`src/rtl/bus_arbiter_rr_if.sv`:
```
`default_nettype none
// ============================================================================
// Module   : bus_arbiter_rr_if
// Purpose  : Request/grant bundle between two bus masters and the arbiter.
// Revision : 1.0 - initial release
// ============================================================================
interface bus_arbiter_rr_if #(
  parameter int unsigned CNT_W = 8
);
  logic             M0_req;
  logic             M1_req;
  logic             M0_grant;
  logic             M1_grant;
  logic [1:0]       arb_state;
  logic [CNT_W-1:0] burst_cnt;

  // Requesters drive requests and observe grants.
  modport master (
    output M0_req,
    output M1_req,
    input  M0_grant,
    input  M1_grant,
    input  arb_state,
    input  burst_cnt
  );

  // The arbiter consumes requests and produces grants and status.
  modport slave (
    input  M0_req,
    input  M1_req,
    output M0_grant,
    output M1_grant,
    output arb_state,
    output burst_cnt
  );
endinterface
`default_nettype wire

```
`src/rtl/bus_arbiter_rr.sv`:
```
`default_nettype none
// ============================================================================
// Module   : bus_arbiter_rr
// Purpose  : Two-master round-robin arbiter, registered grants, burst counter.
//            Define ARB_BURST_LIMIT_EN to force a handoff after BURST_MAX
//            cycles when the other master is waiting.
// Revision : 1.0 - initial release
// ============================================================================
module bus_arbiter_rr #(
  parameter int unsigned BURST_MAX = 8,
  parameter int unsigned CNT_W     = 8
) (
  input  wire logic       clk,
  input  wire logic       reset,
  bus_arbiter_rr_if.slave bus_if
);

  localparam logic [1:0]       c_S_IDLE  = 2'b00;
  localparam logic [1:0]       c_S_GNT0  = 2'b01;
  localparam logic [1:0]       c_S_GNT1  = 2'b10;
  localparam logic [CNT_W-1:0] c_CNT_MAX = CNT_W'(BURST_MAX - 1);

`ifdef ARB_BURST_LIMIT_EN
  localparam logic c_LIMIT_EN = 1'b1;
`else
  localparam logic c_LIMIT_EN = 1'b0;
`endif

  logic [1:0]       state_q, state_d;
  logic             last_q, last_d;
  logic [CNT_W-1:0] cnt_q, cnt_d;

  logic             w_m0_req;
  logic             w_m1_req;
  logic             w_at_max;
  logic             w_force0;
  logic             w_force1;

  assign w_m0_req = bus_if.M0_req;
  assign w_m1_req = bus_if.M1_req;
  assign w_at_max = (cnt_q == c_CNT_MAX);

  // Expiry only yields the bus when the owner still wants it and the peer waits.
  assign w_force0 = c_LIMIT_EN & w_at_max & w_m0_req & w_m1_req;
  assign w_force1 = c_LIMIT_EN & w_at_max & w_m1_req & w_m0_req;

  always_ff @(posedge clk) begin
    if (reset) begin
      state_q <= c_S_IDLE;
      last_q  <= 1'b1;
      cnt_q   <= '0;
    end else begin
      state_q <= state_d;
      last_q  <= last_d;
      cnt_q   <= cnt_d;
    end
  end

  always_comb begin
    state_d = state_q;
    case (state_q)
      c_S_IDLE: begin
        if (w_m0_req && w_m1_req) begin
          state_d = last_q ? c_S_GNT0 : c_S_GNT1;
        end else if (w_m0_req) begin
          state_d = c_S_GNT0;
        end else if (w_m1_req) begin
          state_d = c_S_GNT1;
        end else begin
          state_d = c_S_IDLE;
        end
      end
      c_S_GNT0: begin
        if (!w_m0_req) begin
          state_d = w_m1_req ? c_S_GNT1 : c_S_IDLE;
        end else if (w_force0) begin
          state_d = c_S_GNT1;
        end else begin
          state_d = c_S_GNT0;
        end
      end
      c_S_GNT1: begin
        if (!w_m1_req) begin
          state_d = w_m0_req ? c_S_GNT0 : c_S_IDLE;
        end else if (w_force1) begin
          state_d = c_S_GNT0;
        end else begin
          state_d = c_S_GNT1;
        end
      end
      default: state_d = c_S_IDLE;
    endcase
  end

  always_comb begin
    last_d = last_q;
    cnt_d  = '0;
    if (state_d == c_S_GNT0) begin
      last_d = 1'b0;
    end else if (state_d == c_S_GNT1) begin
      last_d = 1'b1;
    end
    // Count only while the same owner keeps the bus; saturate rather than wrap.
    if ((state_d != c_S_IDLE) && (state_d == state_q)) begin
      cnt_d = w_at_max ? cnt_q : cnt_q + 1'b1;
    end
  end

  always_comb begin
    bus_if.M0_grant  = (state_q == c_S_GNT0);
    bus_if.M1_grant  = (state_q == c_S_GNT1);
    bus_if.arb_state = state_q;
    bus_if.burst_cnt = cnt_q;
  end

  always_ff @(posedge clk) begin
    if (!reset) begin
      assert (!(bus_if.M0_grant && bus_if.M1_grant));
      assert (state_q != 2'b11);
    end
  end

endmodule
`default_nettype wire

```
`src/flat_wrapper.sv`:
```
// flat-port wrapper written by rule: the top's interface ports become plain ports
module bus_arbiter_rr_flat 
#(
  parameter int unsigned BURST_MAX = 8,
  parameter int unsigned CNT_W     = 8
)
  (clk, reset, bus_if_M0_req, bus_if_M1_req, bus_if_M0_grant, bus_if_M1_grant, bus_if_arb_state, bus_if_burst_cnt);
  bus_arbiter_rr_if #(.CNT_W(CNT_W)) bus_if_i ();
  input  wire logic clk;
  input  wire logic reset;
  input wire logic [$bits(bus_if_i.M0_req)-1:0] bus_if_M0_req;
  input wire logic [$bits(bus_if_i.M1_req)-1:0] bus_if_M1_req;
  output wire logic [$bits(bus_if_i.M0_grant)-1:0] bus_if_M0_grant;
  output wire logic [$bits(bus_if_i.M1_grant)-1:0] bus_if_M1_grant;
  output wire logic [$bits(bus_if_i.arb_state)-1:0] bus_if_arb_state;
  output wire logic [$bits(bus_if_i.burst_cnt)-1:0] bus_if_burst_cnt;
  assign bus_if_i.M0_req = bus_if_M0_req;
  assign bus_if_i.M1_req = bus_if_M1_req;
  assign bus_if_M0_grant = bus_if_i.M0_grant;
  assign bus_if_M1_grant = bus_if_i.M1_grant;
  assign bus_if_arb_state = bus_if_i.arb_state;
  assign bus_if_burst_cnt = bus_if_i.burst_cnt;
  bus_arbiter_rr #(.BURST_MAX(BURST_MAX), .CNT_W(CNT_W)) u_core (.clk(clk), .reset(reset), .bus_if(bus_if_i));
endmodule
```
`config.mk`:
```
export PLATFORM = sky130hd
export DESIGN_NAME = bus_arbiter_rr_flat
export DESIGN_NICKNAME = d
export VERILOG_FILES = /design/src/rtl/bus_arbiter_rr_if.sv /design/src/rtl/bus_arbiter_rr.sv /design/src/flat_wrapper.sv
export SDC_FILE = /design/constraint.sdc
export NUM_CORES = 1
export LEC_CHECK = 0
export ABC_AREA = 1
export BUFFER_PORTS_ARGS = -buffer_cell sky130_fd_sc_hd__buf_2
export CAP_MARGIN = 10
export CELL_PAD_IN_SITES_DETAIL_PLACEMENT = 1
export CELL_PAD_IN_SITES_GLOBAL_PLACEMENT = 2
export CORE_MARGIN = 5
export CORE_UTILIZATION = 26
export DETAILED_ROUTE_END_ITERATION = 10
export PLACE_DENSITY = 0.86
export SETUP_SLACK_MARGIN = 0.1
export SLEW_MARGIN = 20
export SYNTH_ARGS = -nofsm -noshare
export SYNTH_HDL_FRONTEND = slang
export SYNTH_SLANG_ARGS = --single-unit
```
`constraint.sdc`:
```
create_clock -name clk -period 2 [get_ports clk]
set_clock_uncertainty 0.05 [all_clocks]
set_input_delay 0.4 -clock clk [delete_from_list [all_inputs] [get_ports clk]]
set_output_delay 0.4 -clock clk [all_outputs]
set_load 0.03 [all_outputs]
```
==> Word-level counts from Yosys, hierarchy flattened <==
Cells that the tools add are included.
Widths: inputs -> output; s select.
{ "op_classes": {"mux": 9, "eq_ne": 6, "n_reduce_logical": 6, "bitwise": 1, "addsub": 1} }
{ "op_table": {"columns": ["cell", "n"], "rows": [
  ["$mux 2", 5],
  ["$add 8x1->8 const B", 1],
  ["$eq 8x3->1 const B", 1],
  ["$pmux 2 s3", 1],
  ["$eq 2x1->1 const B", 2],
  ["$eq 2x2->1 const B", 2],
  ["$reduce_bool 2->1", 2],
  ["$mux 1", 3],
  ["$eq 2x2->1", 1],
  ["$logic_and 1x1->1", 2],
  ["$logic_not 2->1", 1],
  ["$reduce_or 2->1", 1],
  ["$not 1->1", 1]
]} }
{ "totals": {"input_bits": 4, "elab_cells": 26, "ff_bits": 11} }

==> Longest topological paths before layout <==
Gate-level depths: netlist of the first run.
{ "logic_depth": {"ltp_word": 8, "ltp_mapped": 10, "ltp_nobuf": 10} }

==> Worst setup path after synthesis of the first run <==
No wires, ideal clock.
{ "synth_path": {"path_type": "register -> register", "start": "register u_core.state_q[1] (netlist: u_core.bus_if.arb_state[1])", "end": "register u_core.cnt_q[0] (netlist: u_core.bus_if.burst_cnt[0])", "n_path_buf": 0, "stages_incl_launch_ff": 11, "t_arrival_ns": 1.671, "path_slack_ns": 0.212, "synth_period_minus_slack_ns": 1.788, "cell_sequence": "dfxtp_1 inv_2 nand2_1 nand2_1 nand2_1 inv_1 ha_1 or2_1 nor2_2 nand4_4 nor2_1"} }
{ "synth_between": {"elab_chain_len": 6, "elab_cells_between_ends": 9} }
{ "synth_rtl": {"columns": ["item", "line_no", "source"], "rows": [
  ["start: declaration", "bus_arbiter_rr.sv:29", "logic [1:0] state_q, state_d;"],
  ["start signal: assignment", "bus_arbiter_rr.sv:49", "state_q <= c_S_IDLE;"],
  ["start signal: assignment", "bus_arbiter_rr.sv:53", "state_q <= state_d;"],
  ["$eq 2x2->1, or another cell as far along", "bus_arbiter_rr.sv:61", "case (state_q)"],
  ["$pmux 2 s3", "bus_arbiter_rr.sv:61", null],
  ["$eq 2x2->1 / $reduce_bool 2->1 (equally long branches)", "bus_arbiter_rr.sv:104", "if ((state_d != c_S_IDLE) && (state_d == state_q)) begin"],
  ["$logic_and 1x1->1 (*)", "bus_arbiter_rr.sv:104", null],
  ["$not 1->1 (no source line) (*)", null, null],
  ["$reduce_or 2->1 (no source line) (*)", null, null],
  ["end signal: assignment", "bus_arbiter_rr.sv:55", "cnt_q <= cnt_d;"],
  ["end: declaration", "bus_arbiter_rr.sv:31", "logic [CNT_W-1:0] cnt_q, cnt_d;"]
]} }
Every way passes the cells marked *; elsewhere a longest branch is shown, timed or not.
A chain may end at the register's enable or synchronous reset.

==> Final worst setup path of the first run <==
{ "layout_path": {"start": "register u_core.state_q[1] (netlist: u_core.bus_if.arb_state[1])", "end": "register u_core.cnt_q[6] (netlist: u_core.bus_if.burst_cnt[6])"} }
Same word-level chain as after synthesis.

==> results.md, run 1 <==
- Leading cell types in the layout, fill and taps excluded: sky130_fd_sc_hd__nor2_1 (20), sky130_fd_sc_hd__nand2_1 (18), sky130_fd_sc_hd__inv_1 (15), sky130_fd_sc_hd__buf_2 (15), sky130_fd_sc_hd__dfxtp_1 (9)
- Worst min-delay path startpoint: reset
- Critical path arrival: 1.87 ns
- Result of the run: complete, no violations
- Hold endpoint: u_core.bus_if.arb_state[0]$_SDFF_PP0_
- Fin. max-slew vios: 0
- Max IR drop VDD: 0.372 mV
- Reg2Reg Depth: 10
- Number of CTS-inserted buffers: 3
- Yosys reg bits: 11
- Placed cell count: 130
- Horizontal die dimension: 57.7 um
- Chip Height: 57.7 um
- Final worst path period need: 1.72 ns
- Area grow syn2layout: 23.5%
- Worst-path maximum fanout: 8
- HPWL after detailed placement: 1.17 mm
- Number of antenna diodes: 0
- Worst reg2reg setup slack: 0.28 ns
- Maximum number of pins on one net before global-route repair: 9
- Power density relative to cell area: 680 nW/um^2
- Final routed wire length divided by cell count: 10.5 um
- Total of buffers placed on input and output ports: 15
- Most frequent standard cell in the layout excluding fill and tap cells: sky130_fd_sc_hd__nor2_1
- Net Count, Synth: 94
- R2r startpoint: u_core.bus_if.arb_state[1]$_SDFF_PP0_
- Total area of multi-input combinational cells: 312 sq um
- Number of antenna violations at the first check in global routing: 0
- Synth cell types: 15
- Maximum clock path buffer count: 2
- Number of global-route vias before repair: 637
- Site Rows: 17
- Final-layout fill cell count: 299
- Syn Inst Count: 87
- Post-synthesis cell area: 592 sq um
- Avg Vias per Cell: 4.41
- Maximum frequency from static timing analysis: 581 MHz
- Least-Margin Pin Slew: 0.335 ns
- Fraction of synthesized cell area taken by the top area cell type: 0.372
- CTS root buf: sky130_fd_sc_hd__clkbuf_4
- Initial DRC Count: 4
- Area of the die: 3330 sq um
- Via count of the routed design: 591
- WS Path Type: reg2reg
- Total of warnings raised by yosys: 0
- Max-slew headroom: 0.774
- Clock tree from TritonCTS: done
- Layout Nets: 114
- Kind of start point of the critical path: register
- Static Leakage: 0.373 nW
- H-Tree Level Count: 1
- Critical Path Sink Type: register
- Proportion of layout cells with a drive suffix above 1: 0.226
- Sequential share of the synthesized area: 0.372
- Post-route ant nets: 0
- Worst hold stages: 2
- Non-filler cells, final: 134
- Period utilisation layout: 0.861
- Core Area: 2190 sq um
- Routability cong.: 0.839
- Max Cap Violations: 0
- GR Overflow Total: 0
- Dominant cell type by area after synthesis: sky130_fd_sc_hd__dfxtp_1
- Final setup violation count: 0
- GR Util All Layers: 0.0948
- Count of endpoints failing hold in the final timing report: 0
- Clock edge transition at the registers on the reported setup and hold paths: 0.07 ns
- Initial core utilization: 0.270
- Post-detailed-route DRC marker count: 0
- Hold/Removal Path Class: in2reg
- Number of clock sinks: 11
- Clock latency at the later pin of the worst-skew pair: 0.27 ns
- Number of primary I/O pins: 16
- Global-route wire length before repair: 2.48 mm
- Largest cells by area after synthesis: sky130_fd_sc_hd__dfxtp_1 (37%), sky130_fd_sc_hd__nor2_1 (13%), sky130_fd_sc_hd__nand2_1 (11%)
- TNS Setup: 0 ns
- Number of optimization iterations in the first detailed-route pass: 2
- Mean Syn Cell Area: 6.80 sq um
- Hold buffers post-CTS: 0
- Required time of the worst setup path: 2.15 ns
- Total routed wirelength: 1.41 mm
- Sequential cell area in the final layout: 223 sq um
- RSZ-0062 raised after global routing: no
- End of the worst register-to-register path: u_core.bus_if.burst_cnt[6]$_SDFFE_PP0P_
## per-stage QoR
stage	area (sq um)	total power, mW	setup slack (ns)	hold WS (ns)	utilization
finish	731	0.497	0.278	0.272	0.334
global route	731	0.533	0.119	0.257	0.334
CTS	728	0.506	0.170	0.269	0.332
detailed placement	702	0.351	0.110	0.433	0.320
global placement	702	0.347	0.215	0.405	0.320
floorplan	592	0.320	0.212	0.386	-
## sequential cells by signal (all words and copies together) (netlist names)
signal / cells
u_core.last_q: 1
u_core.bus_if.burst_cnt: 8
u_core.bus_if.arb_state: 2
## cells in the mapped netlist
cell type / instances
sky130_fd_sc_hd__ha_1: 3
sky130_fd_sc_hd__or2_1: 1
sky130_fd_sc_hd__nand4_4: 1
sky130_fd_sc_hd__a21oi_1: 3
sky130_fd_sc_hd__nand2_1: 18
sky130_fd_sc_hd__nand3_1: 5
sky130_fd_sc_hd__inv_2: 1
sky130_fd_sc_hd__o21ai_0: 2
sky130_fd_sc_hd__nand4_1: 1
sky130_fd_sc_hd__dfxtp_1: 11
sky130_fd_sc_hd__nor2_1: 20
sky130_fd_sc_hd__xnor2_1: 1
sky130_fd_sc_hd__xor2_1: 3
sky130_fd_sc_hd__inv_1: 15
sky130_fd_sc_hd__nor2_2: 2
## where the power goes
group / internal (mW) / switching, mW
Clock: 0.0772 / 0.0737
Combinational: 0.0332 / 0.0703
Sequential: 0.231 / 0.0115
## final cells by class
cell class,instances,area share
Inverter,16,0.0822
Clock buffer,4,0.0360
Multi-Input combinational cell,60,0.426
Timing Repair Buffer,15,0.103
Sequential cell,11,0.305
Tap cell,28,0.0479
## timing repair
item / in CTS / in global routing
resized for setup: 0 / 2
setup buffers: 0 / 0
hold endpoints to repair: 0 / 0
setup endpoints to repair: 0 / 8
## worst max-delay path, cell delays in order (launching register included)
cell	delay [ns]
sky130_fd_sc_hd__dfxtp_2	0.37
sky130_fd_sc_hd__inv_2	0.07
sky130_fd_sc_hd__nand2_1	0.06
sky130_fd_sc_hd__nand2_1	0.09
sky130_fd_sc_hd__nand2_1	0.10
sky130_fd_sc_hd__inv_1	0.07
sky130_fd_sc_hd__ha_1	0.18
sky130_fd_sc_hd__or2_1	0.23
sky130_fd_sc_hd__nor2_2	0.15
sky130_fd_sc_hd__nand4_4	0.16
sky130_fd_sc_hd__nor2_1	0.12
## layer usage
layer	track usage	vias up	wire, um
met4	0.0430	0	24
met3	0.0356	6	89
li1	-	300	-
met5	0	-	0
met2	0.174	17	719
met1	0.0935	268	574
## cell families after synthesis
family	after synthesis	synth area share
XOR/XNOR	4	0.0592
flip-flops	11	0.372
AO/OA/AOI/OAI	5	0.0423
AND/OR/NAND/NOR	48	0.362
buffers and inverters	16	0.101
adder cells (fa/ha/maj)	3	0.0634
## how the worst max path moves through the flow
stage | depth (start not counted) | startpoint | end
2_1_floorplan | 10 | u_core.bus_if.arb_state[1]$_SDFF_PP0_ | u_core.bus_if.burst_cnt[0]$_SDFFE_PP0P_
3_3_place_gp | 11 | bus_if_M1_req | u_core.bus_if.burst_cnt[7]$_SDFFE_PP0P_
3_5_place_dp | 11 | bus_if_M1_req | u_core.bus_if.burst_cnt[6]$_SDFFE_PP0P_
4_1_cts | 10 | u_core.bus_if.arb_state[1]$_SDFF_PP0_ | u_core.bus_if.burst_cnt[6]$_SDFFE_PP0P_
5_1_grt | 10 | u_core.bus_if.arb_state[1]$_SDFF_PP0_ | u_core.bus_if.burst_cnt[3]$_SDFFE_PP0P_
6_report | 10 | u_core.bus_if.arb_state[1]$_SDFF_PP0_ | u_core.bus_if.burst_cnt[6]$_SDFFE_PP0P_
Note: power is estimated with default switching activity, not from simulation.
==> inputs of run 2 (changes only) <==
--- a/config.mk
+++ b/config.mk
@@ -5,17 +5,18 @@
 export SDC_FILE = /design/constraint.sdc
 export NUM_CORES = 1
 export LEC_CHECK = 0
-export ABC_AREA = 1
+export ABC_AREA = 0
 export BUFFER_PORTS_ARGS = -buffer_cell sky130_fd_sc_hd__buf_2
 export CAP_MARGIN = 10
 export CELL_PAD_IN_SITES_DETAIL_PLACEMENT = 1
 export CELL_PAD_IN_SITES_GLOBAL_PLACEMENT = 2
 export CORE_MARGIN = 5
-export CORE_UTILIZATION = 26
+export CORE_UTILIZATION = 28
 export DETAILED_ROUTE_END_ITERATION = 10
-export PLACE_DENSITY = 0.86
+export PLACE_DENSITY = 0.85
 export SETUP_SLACK_MARGIN = 0.1
 export SLEW_MARGIN = 20
 export SYNTH_ARGS = -nofsm -noshare
 export SYNTH_HDL_FRONTEND = slang
 export SYNTH_SLANG_ARGS = --single-unit
+export TNS_END_PERCENT = 20
==> run 2 against run 1 <==
Count of clock-buffer cells in the layout down 1. First-iteration DRC count grew 25%. Non-clock buffer count grew 8. Critical path depth fell by 3. Highest routed layer unchanged. Routed wire length decreased by 1.1%. Sequential share of layout area shrank 2.5 points. Synthesized cell count is 29% lower. Register-to-register slack lost 0.09 ns. Sequential power shrank 3%. Final cell count fell by 13%. Power is 1.2% lower.
==> results.md, run 2 <==
- Setup slack at placement: -0.0547 ns
- Max Cap Violations: 0
- Initial core utilization: 0.288
- Hold buffers post-CTS: 0
- Clock tree from TritonCTS: done
- Total routed wirelength: 1.39 mm
- Core Area: 1920 sq um
- Result of the run: complete, no violations
- Number of clock sinks: 11
- Max-slew headroom: 0.768
- Internal cell power: 351 uW
- Part of the power in registers: 0.477
- Leading cell types in the layout, fill and taps excluded: sky130_fd_sc_hd__buf_2 (15), sky130_fd_sc_hd__buf_4 (8), sky130_fd_sc_hd__dfxtp_1 (8)
- WS Path Type: reg2reg
- Number of primary I/O pins: 16
- Horizontal die dimension: 54.4 um
- Largest cells by area after synthesis: sky130_fd_sc_hd__dfxtp_1 (40%), sky130_fd_sc_hd__ha_1 (6.8%), sky130_fd_sc_hd__xor2_1 (4.8%)
- Logic pwr share: 0.203
- Setup slack of the critical path after layout: 0.187 ns
- Share of power burned in the clock network: 0.320
- Number of CTS-inserted buffers: 3
- Kind of start point of the critical path: register
- Net Count, Synth: 69
- Most numerous cell in the Yosys netlist: sky130_fd_sc_hd__dfxtp_1
- Post-detailed-route DRC marker count: 0
- Non-filler cells, final: 116
- Maximum frequency from static timing analysis: 552 MHz
- Required time of the worst setup path: 2.17 ns
- Net Sw Power: 140 uW
- Post-route ant nets: 0
- H-Tree Level Count: 1
- Synth Area in Compound Gates: 0.188
- Share of synthesized flip-flops with an asynchronous set or reset: 0
- Static Leakage: 0.351 nW
- Sequential share of the synthesized area: 0.398
- Placed cell count: 106
- Number of optimization iterations in the first detailed-route pass: 4
- Least-Margin Pin Slew: 0.345 ns
- Global-route wire length before repair: 2.17 mm
- Site Rows: 16
- Post-Route Hold Slack: 0.265 ns
- Post-synthesis cell area: 553 sq um
- Maximum clock path buffer count: 2
- Number of global-route vias before repair: 548
- Flip-flop count of the largest register, all copies and words added: 8
- Most frequent standard cell in the layout excluding fill and tap cells: sky130_fd_sc_hd__buf_2
- Via count of the routed design: 561
- Synth cell types: 24
- GR Util All Layers: 0.101
- Critical path arrival: 1.98 ns
- Sequential cell area in the final layout: 226 sq um
- Proportion of layout cells with a drive suffix above 1: 0.483
- Total of warnings raised by yosys: 0
- Number of antenna violations at the first check in global routing: 0
- Clock edge transition at the registers on the reported setup and hold paths: 0.08 ns
- HPWL after detailed placement: 988 um
- CTS root buf: sky130_fd_sc_hd__clkbuf_4
- RSZ-0062 raised after global routing: no
- Share of the synthesized netlist area taken by xor and xnor gates: 0.0475
- Final-layout fill cell count: 240
- Number of antenna diodes: 0
- Total area of multi-input combinational cells: 382 sq um
- Switching share of power: 0.285
- Area grow syn2layout: 46.2%
- Chip Height: 54.4 um
- Total of buffers placed on input and output ports: 15
- Synthesized-area fraction occupied by and/or/nand/nor cells: 0.292
- Avg Vias per Cell: 4.84
- Mean Syn Cell Area: 8.92 sq um
- Final setup violation count: 0
- Top FF cell, synth: sky130_fd_sc_hd__dfxtp_1
- Clock latency at the later pin of the worst-skew pair: 0.27 ns
- GR Overflow Total: 0
- Routability cong.: 0.688
- Max IR drop VDD: 0.370 mV
- Worst-path maximum fanout: 8
- Layout Nets: 97
- Dominant cell type by area after synthesis: sky130_fd_sc_hd__dfxtp_1
- Fin. max-slew vios: 0
- Mux share of post-synthesis cell area: 0
- Hold/Removal Path Class: in2reg
- Syn Inst Count: 62
- Dominant combinational cell family by area after synthesis: simple AND/OR/NAND/NOR gates
- Number of enable flip-flop cells after synthesis: 0
- Final worst path period need: 1.81 ns
- Maximum number of pins on one net before global-route repair: 10
- Final routed wire length divided by cell count: 12.0 um
- Period utilisation layout: 0.906
- Critical Path Sink Type: register
- Initial DRC Count: 5
- Post-synthesis share of cell area spent on full adders, half adders and majority gates: 0.0679
- Count of endpoints failing hold in the final timing report: 0
- Area of the die: 2960 sq um
- Power density relative to cell area: 607 nW/um^2
- Fraction of synthesized cell area taken by the top area cell type: 0.398
- Yosys reg bits: 11
- Top post-synthesis cells by count: sky130_fd_sc_hd__dfxtp_1 (11), sky130_fd_sc_hd__a21oi_1 (5), sky130_fd_sc_hd__o21ai_0 (5)
run 2: power groups by stage:
| stage | clock network [mW] | registers (mW) | logic (mW) |
|---|---|---|---|
| after floorplan | 0 | 0.246 | 0.0372 |
| after global placement | 0 | 0.239 | 0.0669 |
| after detailed placement | 0 | 0.239 | 0.0686 |
| after CTS | 0.160 | 0.233 | 0.0857 |
| after global routing | 0.170 | 0.235 | 0.110 |
| final | 0.157 | 0.234 | 0.0995 |
run 2: area by class of cell:
type | count | area share
clock buffer | 3 | 0.0279
clock inverter | 1 | 0.00619
inverter | 1 | 0.00464
multi-input combinational | 50 | 0.472
sequential | 11 | 0.280
tap | 27 | 0.0418
timing repair buffer | 23 | 0.167
run 2: final timing paths:
kind | slack, ns | from | depth (start not counted) | to
min reg2reg | 0.46 | u_core.bus_if.burst_cnt[7]$_SDFFE_PP0P_ | 2 | u_core.bus_if.burst_cnt[7]$_SDFFE_PP0P_
max | 0.19 | u_core.last_q$_SDFFE_PP1P_ | 7 | u_core.bus_if.burst_cnt[2]$_SDFFE_PP0P_
min | 0.26 | reset | 2 | u_core.bus_if.arb_state[0]$_SDFF_PP0_
max reg2reg | 0.19 | u_core.last_q$_SDFFE_PP1P_ | 7 | u_core.bus_if.burst_cnt[2]$_SDFFE_PP0P_
run 2: cells by family (layout without fill, tap and decap cells):
family / after synthesis / count (layout)
compound gates: 16 / 16
xor+xnor: 3 / 3
fa+ha+maj: 3 / 3
buf+inv: 1 / 28
flops: 11 / 11
simple gates: 28 / 28
run 2: metrics by stage:
step                      cell area (sq um)   util  TNS [ns]  power [mW]
after floorplan                         558      -         0       0.283
after global placement                  682  0.355         0       0.306
after detailed placement                682  0.355   -0.0950       0.307
after CTS                               768  0.400         0       0.478
after global routing                    808  0.421         0       0.515
final                                   808  0.421         0       0.490
run 2: worst max-delay path, cell delays in order (launching register included):
cell and delay [ns]:
sky130_fd_sc_hd__dfxtp_2 0.33, sky130_fd_sc_hd__nor2b_4 0.12, sky130_fd_sc_hd__o22ai_2 0.14, sky130_fd_sc_hd__nand2_2 0.11, sky130_fd_sc_hd__ha_4 0.16, sky130_fd_sc_hd__or2_4 0.23
sky130_fd_sc_hd__a221o_2 0.39, sky130_fd_sc_hd__o21ba_4 0.24
run 2: routing by layer:
metal / track usage / vias to the layer above / wire length, um
met4: 0.0498 / 0 / 19
li1: - / 283 / -
met2: 0.183 / 9 / 719
met5: 0 / - / 0
met1: 0.111 / 267 / 601
met3: 0.0163 / 2 / 52
run 2: timing repair:
item	in CTS	in global routing
hold endpoints to repair	0	0
setup buffers	6	0
resized for setup	5	9
endpoints found under the setup margin	3	6
pin swaps	2	3
